<file path="config.mk">
export PLATFORM = sky130hd
export DESIGN_NAME = sram_bist_sky130
export DESIGN_NICKNAME = d
export VERILOG_FILES = /design/src/rtl/sram_bist_pkg.sv /design/src/rtl/sram_bist_cmp_pipe.sv /design/src/rtl/sram_bist_sky130.sv
export SDC_FILE = /design/constraint.sdc
export NUM_CORES = 1
export LEC_CHECK = 0
export CORE_AREA = 5 5 115 117
export DETAILED_ROUTE_END_ITERATION = 7
export DIE_AREA = 0 0 120 122
export PLACE_DENSITY = 0.67
export SLEW_MARGIN = 20
export SYNTH_ARGS = -nofsm -noshare
export SYNTH_HDL_FRONTEND = slang
export SYNTH_SLANG_ARGS = --single-unit
</file>
<file path="constraint.sdc">
create_clock -name clock -period 3.1 [get_ports clock]
set_input_delay 0.62 -clock clock [delete_from_list [all_inputs] [get_ports clock]]
set_output_delay 0.62 -clock clock [all_outputs]
set_load 0.02 [all_outputs]
</file>
<file path="src/rtl/sram_bist_pkg.sv">
// Shared types and March C- element tables for the sky130 SRAM BIST engine.
//   state_e      : BIST controller state (IDLE, RUN, DRAIN, DONE)
//   elem_t, E0-E5: March element index
//   elem_info()  : per-element direction, op count, read/write data bits
package sram_bist_pkg;

    typedef enum logic [1:0] {
        IDLE  = 2'd0,
        RUN   = 2'd1,
        DRAIN = 2'd2,
        DONE  = 2'd3
    } state_e;

    typedef logic [2:0] elem_t;

    localparam elem_t E0 = 3'd0;
    localparam elem_t E1 = 3'd1;
    localparam elem_t E2 = 3'd2;
    localparam elem_t E3 = 3'd3;
    localparam elem_t E4 = 3'd4;
    localparam elem_t E5 = 3'd5;

    // down     : address sweep runs DEPTH-1 .. 0
    // two_ops  : element is a read followed by a write at each address
    // has_read : element contains a read (single-op elements without one are writes)
    // rd_bit   : expected data bit for the read
    // wr_bit   : data bit written
    typedef struct packed {
        logic down;
        logic two_ops;
        logic has_read;
        logic rd_bit;
        logic wr_bit;
    } elem_info_t;

    function automatic elem_info_t elem_info(input elem_t e);
        elem_info_t i;
        i = '0;
        case (e)
            E0:      i = 5'b0_0_0_0_0; // up   : w0
            E1:      i = 5'b0_1_1_0_1; // up   : r0, w1
            E2:      i = 5'b0_1_1_1_0; // up   : r1, w0
            E3:      i = 5'b1_1_1_0_1; // down : r0, w1
            E4:      i = 5'b1_1_1_1_0; // down : r1, w0
            E5:      i = 5'b0_0_1_0_0; // up   : r0
            default: i = '0;
        endcase
        return i;
    endfunction

endpackage

</file>
<file path="src/rtl/sram_bist_cmp_pipe.sv">
// Read-data compare pipeline. Each read pushes {valid, addr, expected} into a
// READ_LATENCY-deep delay line so the entry reaches the output in the same
// cycle the wrapper presents the matching dout.
//   clock, reset     : clock and synchronous active-high reset
//   push_valid       : a read is being issued this cycle
//   push_addr        : address of that read
//   push_data        : data that read must return
//   dout             : wrapper read data
//   miscompare       : valid entry at the output whose data does not match
//   miscompare_addr  : address of the entry at the output
module sram_bist_cmp_pipe #(
    parameter int ADDR_WIDTH   = 8,
    parameter int DATA_WIDTH   = 32,
    parameter int READ_LATENCY = 2
) (
    input  logic                  clock,
    input  logic                  reset,
    input  logic                  push_valid,
    input  logic [ADDR_WIDTH-1:0] push_addr,
    input  logic [DATA_WIDTH-1:0] push_data,
    input  logic [DATA_WIDTH-1:0] dout,
    output logic                  miscompare,
    output logic [ADDR_WIDTH-1:0] miscompare_addr
);

    logic                  valid_q [READ_LATENCY];
    logic [ADDR_WIDTH-1:0] addr_q  [READ_LATENCY];
    logic [DATA_WIDTH-1:0] exp_q   [READ_LATENCY];

    always_ff @(posedge clock) begin
        if (reset) begin
            for (int i = 0; i < READ_LATENCY; i++) begin
                valid_q[i] <= 1'b0;
                addr_q[i]  <= '0;
                exp_q[i]   <= '0;
            end
        end else begin
            valid_q[0] <= push_valid;
            addr_q[0]  <= push_addr;
            exp_q[0]   <= push_data;
            for (int i = 1; i < READ_LATENCY; i++) begin
                valid_q[i] <= valid_q[i-1];
                addr_q[i]  <= addr_q[i-1];
                exp_q[i]   <= exp_q[i-1];
            end
        end
    end

    assign miscompare      = valid_q[READ_LATENCY-1] && (dout != exp_q[READ_LATENCY-1]);
    assign miscompare_addr = addr_q[READ_LATENCY-1];

endmodule

</file>
<file path="src/rtl/sram_bist_sky130.sv">
// March C- built-in self-test engine for one sky130 SRAM wrapper instance.
// Drives the wrapper's we/wmask/addr/din combinationally from registered state
// (the wrapper registers its inputs) and checks dout through a delay line.
//   clock, reset        : shared clock, synchronous active-high reset
//   start               : one-cycle request, accepted only in IDLE or DONE
//   busy / done / pass  : run status; pass is meaningful while done is high
//   fail_addr           : address of the first miscompare of the last test
//   fail_count          : saturating count of miscompared reads
//   sram_we/wmask/addr/din, sram_dout : wrapper interface
//   state_dbg           : current controller state
//
// Handshake: start has no ready. A start pulse is taken when the controller is
// in IDLE or DONE (busy low) and ignored otherwise; busy stays high from the
// cycle after acceptance until the compare pipeline has drained, and done then
// holds with the results until the next accepted start or reset.
module sram_bist_sky130
    import sram_bist_pkg::*;
#(
    parameter int ADDR_WIDTH     = 8,
    parameter int DATA_WIDTH     = 32,
    parameter int WMASK_WIDTH    = 4,
    parameter int READ_LATENCY   = 2,
    parameter int FAIL_CNT_WIDTH = 16
) (
    input  logic                      clock,
    input  logic                      reset,
    input  logic                      start,
    output logic                      busy,
    output logic                      done,
    output logic                      pass,
    output logic [ADDR_WIDTH-1:0]     fail_addr,
    output logic [FAIL_CNT_WIDTH-1:0] fail_count,
    output logic                      sram_we,
    output logic [WMASK_WIDTH-1:0]    sram_wmask,
    output logic [ADDR_WIDTH-1:0]     sram_addr,
    output logic [DATA_WIDTH-1:0]     sram_din,
    input  logic [DATA_WIDTH-1:0]     sram_dout,
    output state_e                    state_dbg
);

    localparam logic [2:0]                DRAIN_LAST = 3'(READ_LATENCY);
    localparam logic [ADDR_WIDTH-1:0]     ADDR_ONE   = 1;
    localparam logic [FAIL_CNT_WIDTH-1:0] CNT_ONE    = 1;

    state_e                state_q, state_d;
    elem_t                 elem_q;
    logic [ADDR_WIDTH-1:0] addr_q;
    logic                  op_q;      // 0: first op at this address, 1: second
    logic [2:0]            drain_q;

    elem_info_t            cur;
    logic                  start_ok;
    logic                  is_read;
    logic                  op_last;
    logic                  addr_term;
    logic                  run_last;
    logic                  miscompare;
    logic [ADDR_WIDTH-1:0] miscompare_addr;

    assign cur       = elem_info(elem_q);
    assign start_ok  = start && (state_q == IDLE || state_q == DONE);
    assign is_read   = cur.has_read && !op_q;
    assign op_last   = !cur.two_ops || op_q;
    // Terminal count per sweep direction, so the address never carries out.
    assign addr_term = cur.down ? (addr_q == '0) : (addr_q == '1);
    assign run_last  = op_last && addr_term && (elem_q == E5);

    // State register
    always_ff @(posedge clock) begin
        if (reset) state_q <= IDLE;
        else       state_q <= state_d;
    end

    // Next state
    always_comb begin
        state_d = state_q;
        case (state_q)
            IDLE, DONE: if (start)                   state_d = RUN;
            RUN:        if (run_last)                state_d = DRAIN;
            // RUN leaves with the last read READ_LATENCY edges from its data;
            // one more edge lets its compare land in fail_count before DONE.
            DRAIN:      if (drain_q == DRAIN_LAST)   state_d = DONE;
            default:                                 state_d = IDLE;
        endcase
    end

    // Outputs
    always_comb begin
        busy       = (state_q == RUN) || (state_q == DRAIN);
        done       = (state_q == DONE);
        state_dbg  = state_q;
        sram_we    = 1'b0;
        sram_wmask = '0;
        sram_addr  = '0;
        sram_din   = '0;
        if (state_q == RUN) begin
            sram_addr = addr_q;
            if (!is_read) begin
                sram_we    = 1'b1;
                sram_wmask = '1;
                sram_din   = {DATA_WIDTH{cur.wr_bit}};
            end
        end
    end

    // Element / address / op / drain counters
    always_ff @(posedge clock) begin
        if (reset) begin
            elem_q  <= E0;
            addr_q  <= '0;
            op_q    <= 1'b0;
            drain_q <= '0;
        end else begin
            case (state_q)
                IDLE, DONE: begin
                    if (start) begin
                        elem_q  <= E0;
                        addr_q  <= '0;
                        op_q    <= 1'b0;
                        drain_q <= '0;
                    end
                end
                RUN: begin
                    drain_q <= '0;
                    if (!op_last) begin
                        op_q <= 1'b1;
                    end else begin
                        op_q <= 1'b0;
                        if (addr_term) begin
                            if (elem_q != E5) begin
                                elem_q <= elem_q + 3'd1;
                                addr_q <= elem_info(elem_q + 3'd1).down ? '1 : '0;
                            end
                        end else if (cur.down) begin
                            addr_q <= addr_q - ADDR_ONE;
                        end else begin
                            addr_q <= addr_q + ADDR_ONE;
                        end
                    end
                end
                DRAIN:   drain_q <= drain_q + 3'd1;
                default: drain_q <= '0;
            endcase
        end
    end

    sram_bist_cmp_pipe #(
        .ADDR_WIDTH  (ADDR_WIDTH),
        .DATA_WIDTH  (DATA_WIDTH),
        .READ_LATENCY(READ_LATENCY)
    ) u_cmp_pipe (
        .clock          (clock),
        .reset          (reset),
        .push_valid     ((state_q == RUN) && is_read),
        .push_addr      (addr_q),
        .push_data      ({DATA_WIDTH{cur.rd_bit}}),
        .dout           (sram_dout),
        .miscompare     (miscompare),
        .miscompare_addr(miscompare_addr)
    );

    // Result registers
    always_ff @(posedge clock) begin
        if (reset) begin
            pass       <= 1'b0;
            fail_addr  <= '0;
            fail_count <= '0;
        end else if (start_ok) begin
            pass       <= 1'b0;
            fail_addr  <= '0;
            fail_count <= '0;
        end else begin
            if (miscompare) begin
                // Zero count means no miscompare yet in this test.
                if (fail_count == '0) fail_addr <= miscompare_addr;
                if (fail_count != '1) fail_count <= fail_count + CNT_ONE;
            end
            if (state_q == DRAIN && drain_q == DRAIN_LAST)
                pass <= (fail_count == '0);
        end
    end

endmodule

</file>
## After elaboration in Yosys (flattened, before gate mapping)

Memory sizes are Yosys's and may differ from the RTL's. A register that Yosys moved wholly into a read port is not among the register bits.
Index checks and enable logic that the tools add are counted.

- Register bits after elaboration: 34
- Logic and storage cells: 114
- Memories kept: 3
- Bits in writable memories: 82
- Input bits: 35

Memory list:

| memory | depth | bits a word | read ports | clocked after Yosys merged registers in | write ports | RTL line | text |
|---|---|---|---|---|---|---|---|
| u_cmp_pipe.exp_q | 2 | 32 | 2 | 0 | 2 | sram_bist_cmp_pipe.sv:28 | `logic [DATA_WIDTH-1:0] exp_q [READ_LATENCY];` |
| u_cmp_pipe.addr_q | 2 | 8 | 2 | 1 | 2 | sram_bist_cmp_pipe.sv:27 | `logic [ADDR_WIDTH-1:0] addr_q [READ_LATENCY];` |
| u_cmp_pipe.valid_q | 2 | 1 | 2 | 0 | 2 | sram_bist_cmp_pipe.sv:26 | `logic valid_q [READ_LATENCY];` |

- Add/sub/neg operators: 5
- Reductions and logical operators: 24
- Mux-type cells: 44
- Eq/ne operators: 25
- Bitwise gates (word level): 6

Operators with widths:

| cell | count |
|---|---|
| two-way mux 32 bit | 4 |
| two-way mux 8 bit | 9 |
| case mux 5 bit (5 select lines) | 2 |
| inequality test 32 bit | 1 |
| two-way mux 5 bit | 5 |
| adder 16 x 1 -> 16 bit (second input constant) | 1 |
| zero test 16 bit | 1 |
| inequality test 16 bit (second input constant) | 1 |
| case mux 8 bit (2 select lines) | 1 |
| equality test 3 x 2 -> 1 bit (second input constant) | 5 |
| equality test 3 bit (second input constant) | 4 |
| two-way mux 3 bit | 4 |
| two-way mux 1 bit | 10 |
| inequality test 2 bit (second input constant) | 5 |
| case mux 3 bit (3 select lines) | 1 |
| adder 8 x 1 -> 8 bit (second input constant) | 1 |
| equality test 8 bit (second input constant) | 1 |
| zero test 8 bit | 1 |
| two-way mux 4 bit | 2 |
| subtractor 8 x 1 -> 8 bit (second input constant) | 1 |
| logical AND 1 bit | 7 |
| adder 3 x 1 -> 3 bit (second input constant) | 2 |
| equality test 3 x 1 -> 1 bit (second input constant) | 2 |
| two-way mux 2 bit | 3 |
| 18 further kinds | 30 |

## Logic depth before layout (Yosys ltp)

- Depth after elaboration: 13
- Depth in mapped cells: 12

## Cells and area by module

From an unflattened synthesis, not the netlist that was laid out.

- Cell total of the unflattened synthesis: 577
- Area, all modules: 5,587.9 um2

Modules (own cells, without submodules):

| module | area an instance (um2) | cells an instance | instances |
|---|---|---|---|
| sram_bist_sky130 | 2,945.3 | 353 | 1 |
| sram_bist_cmp_pipe | 2,642.5 | 224 | 1 |

## Worst setup path after synthesis

OpenSTA, ideal clock, no wires.

- Path type: register to output
- From: reg elem_q[0]
- To: out sram_din[10]
- Arrival: 2.710 ns
- Stages on the path, launching flop included: 9
- Required time: 2.480 ns
- Setup slack: -0.230 ns
- Path through: dfxtp_1 ha_1 ha_1 a21oi_1 nand2_1 nand2_1 and2_1 and3_1 buf_4

- Longest elaborated chain between the ends: 5

RTL lines:

| what | RTL line | text |
|---|---|---|
| start: declaration | sram_bist_sky130.sv:46 | `elem_t elem_q;` |
| start signal: assignment | sram_bist_sky130.sv:131 | `elem_q <= elem_q + 3'd1;` |
| equality test 3 bit, or another cell as far along | sram_bist_pkg.sv:39 | `case (e)` |
| case mux 5 bit (5 select lines) * | sram_bist_pkg.sv:39 |  |
| logical AND 1 bit | sram_bist_sky130.sv:62 | `assign is_read = cur.has_read && !op_q;` |
| two-way mux 32 bit * | sram_bist_sky130.sv:98 | `if (!is_read) begin` |
| two-way mux 32 bit * | sram_bist_sky130.sv:96 | `if (state_q == RUN) begin` |
| end: declaration | sram_bist_sky130.sv:36 | `output logic [DATA_WIDTH-1:0] sram_din,` |

Mark *: on every way between the ends. The rest lies on a longest branch, timed or not.

## Worst setup path after layout

- From: reg elem_q[0]
- To: out sram_din[6]

The elaborated chain is that of the path after synthesis.

==> flow_metrics.tcl <==
set metrics [dict create \
    root_buffer "clkbuf_16" \
    syn_avg_cell_area_um2 7.92 \
    crit_type "reg2out" \
    yosysSeqAreaShare_pct 35.5 \
    drt_first_pass_iters 4 \
    power_uw 2460 \
    synth.distinct_cells 45 \
    critPathArrivalTime_ns 2.38 \
    maxSlewHeadroom_pct 43.6 \
    critPathLaunch "elem_q[0]$_SDFFE_PP0P_" \
    period_needed_ns 3.00 \
    final_layout_size_suffix_gt1_share_pct 8.19 \
    reg2reg_to "addr_q[7]$_SDFFE_PP0P_" \
    synth_top_family_by_area "simple AND/OR/NAND/NOR gates" \
    core-area_mm2 0.0123 \
    muxShareOfSynthArea_pct 4.07 \
    layout_commonest_cell "clkdlybuf4s50_1" \
    setup_viol 0 \
    antenna_cells 0 \
    synth-simple-area-share_pct 29.6 \
    power_density_mw_per_mm2 509 \
    dpl.hpwl_mm 6.62 \
    ir_worst_vdd_mv 0.301 \
    drtIter0Drc 218 \
    die_h_um 122 \
    finalWorstSetupSlack_ns 0.105 \
    combPwrFrac_pct 22.4 \
    wl_per_cell_um 12.9 \
    grt_max_degree 33 \
    nNetsFinal 570 \
    max_stage_delay_ns 0.35 \
    place.gp.congestion 0.797 \
    fin_skew_ns 0.0120 \
    drt-total-wl_mm 8.74 \
    mostFrequentLayoutCells "clkdlybuf4s50_1 (71), dfxtp_1 (62), nand2_1 (39)" \
    finalHoldViolCount 0 \
    grt-ovfl-total 0 \
    clk_pin_slew_ns 0.06 \
    pre_cts_ws_ns 0.149 \
    p_switching_uw 695 \
    fp.dieArea_mm2 0.0146 \
    cell_internal_pwr_uw 1760 \
    port_buffers 108 \
    fin_tns_setup_ns 0 \
    post_cts_buffers 0 \
    drv_slew 0 \
    status "complete, no violations" \
    cts_tree "yes" \
    vias_per_cell 4.84 \
    seq_power_share_pct 34.8 \
    grt_usage_pct 11.8 \
    cp_slowest_cell "dfxtp_1" \
    syn2layout_area_growth_pct 37.8 \
    grt_setup_unrepaired "yes" \
    crit_chain "ha_1 -> ha_1 -> a21oi_1 -> nand2_1 -> nand2_1 -> and2_1 -> and3_2 -> buf_12 -> dlygate4sd2_1" \
    rows 41 \
    grt_pass1_vias 3108 \
    power_leakage_uw 0.00194 \
    synth_compound_area_share_pct 13.4 \
    fin_crit_sh_pct 96.6 \
    grt_pass1_wl_mm 14.3 \
    pwr-share-clk_pct 42.8 \
    start_util_pct 28.6 \
    boundaryPins 109 \
    syn_area_mm2 0.00350 \
    syn_nets 492 \
    htree_levels 3 \
    crit_required_ns 2.48 \
    fmax_mhz 334 \
    rr_worst_depth 8 \
    end_kind "output port" \
    hp-class "reg2reg" \
    cts_hold_buf 0 \
    drtAntennaViolNets 0 \
    ys_ff_latch 62 \
    tightest_slew_ns 0.842 \
    synth_xor_area_share_pct 0.250 \
    crit_path_start_kind "register" \
    min_from "u_cmp_pipe.addr_q[0][1]$_SDFF_PP0_" \
    cp_max_fo 32 \
    clock_insertion_delay_worst_skew_ns 0.32 \
    via_count 3270 \
    reg2reg_slack_ns 0.57 \
    cp-endpoint "sram_din[6]" \
    synthAdderAreaFrac_pct 5.36 \
    cts_buffers 9 \
    die_width_um 120 \
    remaining_drc_errors 0 \
    yosysWarnings 0 \
    clockBufferDepth 2 \
    drv_cap 0 \
    antenna_found_initial 0 \
    netSwitchingFraction_pct 28.3 \
    r2r-start "elem_q[0]$_SDFFE_PP0P_" \
    clkSinkCount 62 \
    synthCells 442 \
]
## registers in the layout, summed over array words and instances, names as in the netlist
register / flops
addr_q: 8
drain_q: 3
elem_q: 3
fail_addr: 8
fail_count: 16
op_q: 1
pass: 1
state_dbg: 2
u_cmp_pipe.addr_q: 16
u_cmp_pipe.exp_q: 2
u_cmp_pipe.valid_q: 2
## critical path: cells and delay by family (launching register included)
kind | cells | cell delay, ns
compound gates | 1 | 0.18
fa+ha+maj | 2 | 0.47
buf+inv | 2 | 0.50
flops | 1 | 0.35
simple gates | 4 | 0.53
## power groups by stage
stage	Clock [µW]	Combinational, µW	Sequential (µW)
3_5_place_dp	0	560	872
2_1_floorplan	0	348	867
4_1_cts	1080	564	856
6_report	1050	549	854
5_1_grt	1120	616	861
3_3_place_gp	0	551	871
## cells by family after synthesis
group | Yosys count
AO/OA/AOI/OAI | 81
XOR/XNOR | 1
adder cells (fa/ha/maj) | 15
buffers and inverters | 72
flip-flops | 62
multiplexers | 14
AND/OR/NAND/NOR | 197
## layer usage
layer,global-route usage [%],part of all wire (%)
met5,0,0
met2,20.9,51
met4,4.29,0.89
met3,3.06,4.5
met1,13.6,43
## layout make-up
| cell class | count | area (µm²) |
|---|---|---|
| sequential | 62 | 1240 |
| inverter | 18 | 67.6 |
| fill | 1235 | 7440 |
| multi-input combinational | 308 | 1850 |
| tap | 150 | 188 |
| clock buffer | 10 | 229 |
| clock inverter | 6 | 86.3 |
| timing repair buffer | 121 | 1160 |
## timing repair
action                     CTS  global route
pin swaps                    0             0
setup endpoints to repair   32            37
gates resized for setup     32            13
## worst min path at each step
stage,cells past startpoint,end
2_1_floorplan,1,u_cmp_pipe.addr_q[1][0]$_SDFF_PP0_
5_1_grt,1,u_cmp_pipe.addr_q[1][1]$_SDFF_PP0_
4_1_cts,1,u_cmp_pipe.addr_q[1][1]$_SDFF_PP0_
6_report,1,u_cmp_pipe.addr_q[1][1]$_SDFF_PP0_
3_3_place_gp,1,u_cmp_pipe.addr_q[1][5]$_SDFF_PP0_
3_5_place_dp,1,u_cmp_pipe.addr_q[1][1]$_SDFF_PP0_
## metrics by stage
stage               std cells  area [µm²]  util [%]  hold slack (ns)
finish                    675        4820      39.4            0.432
global route              675        4820      39.4            0.455
CTS                       675        4810      39.3            0.434
detailed placement        659        4540      37.0            0.422
global placement          659        4540      37.0            0.418
floorplan                 442        3500         -            0.414
## cells in the mapped netlist (all sizes together)
cell | count | area share, %
dfxtp | 62 | 35
buf | 40 | 8.4
nand2 | 39 | 4.2
a21oi | 33 | 4.7
nor2 | 33 | 3.5
o21ai | 30 | 4.3
nand3 | 21 | 3.0
inv | 18 | 1.9
or3 | 16 | 2.9
ha | 15 | 5.4
clkbuf | 14 | 1.5
nand4 | 14 | 2.5
nor2b | 14 | 2.5
nor3 | 13 | 1.9
and3 | 12 | 2.1
mux2i | 12 | 3.4
and2 | 10 | 1.8
nor4 | 10 | 1.8
a31oi | 6 | 1.1
or4 | 3 | 0.75
a211oi | 2 | 0.43
a21o | 2 | 0.46
and2b | 2 | 0.46
and4 | 2 | 0.50
mux2 | 2 | 0.64
nand3b | 2 | 0.43
o211ai | 2 | 0.43
o22ai | 2 | 0.36
a22o | 1 | 0.29
a31o | 1 | 0.25
a41o | 1 | 0.32
nand2b | 1 | 0.18
nand4b | 1 | 0.25
nor3b | 1 | 0.21
nor4b | 1 | 0.25
o311ai | 1 | 0.75
or2 | 1 | 0.18
or2b | 1 | 0.25
xnor2 | 1 | 0.25
Note: power is estimated with default switching activity, not from simulation.
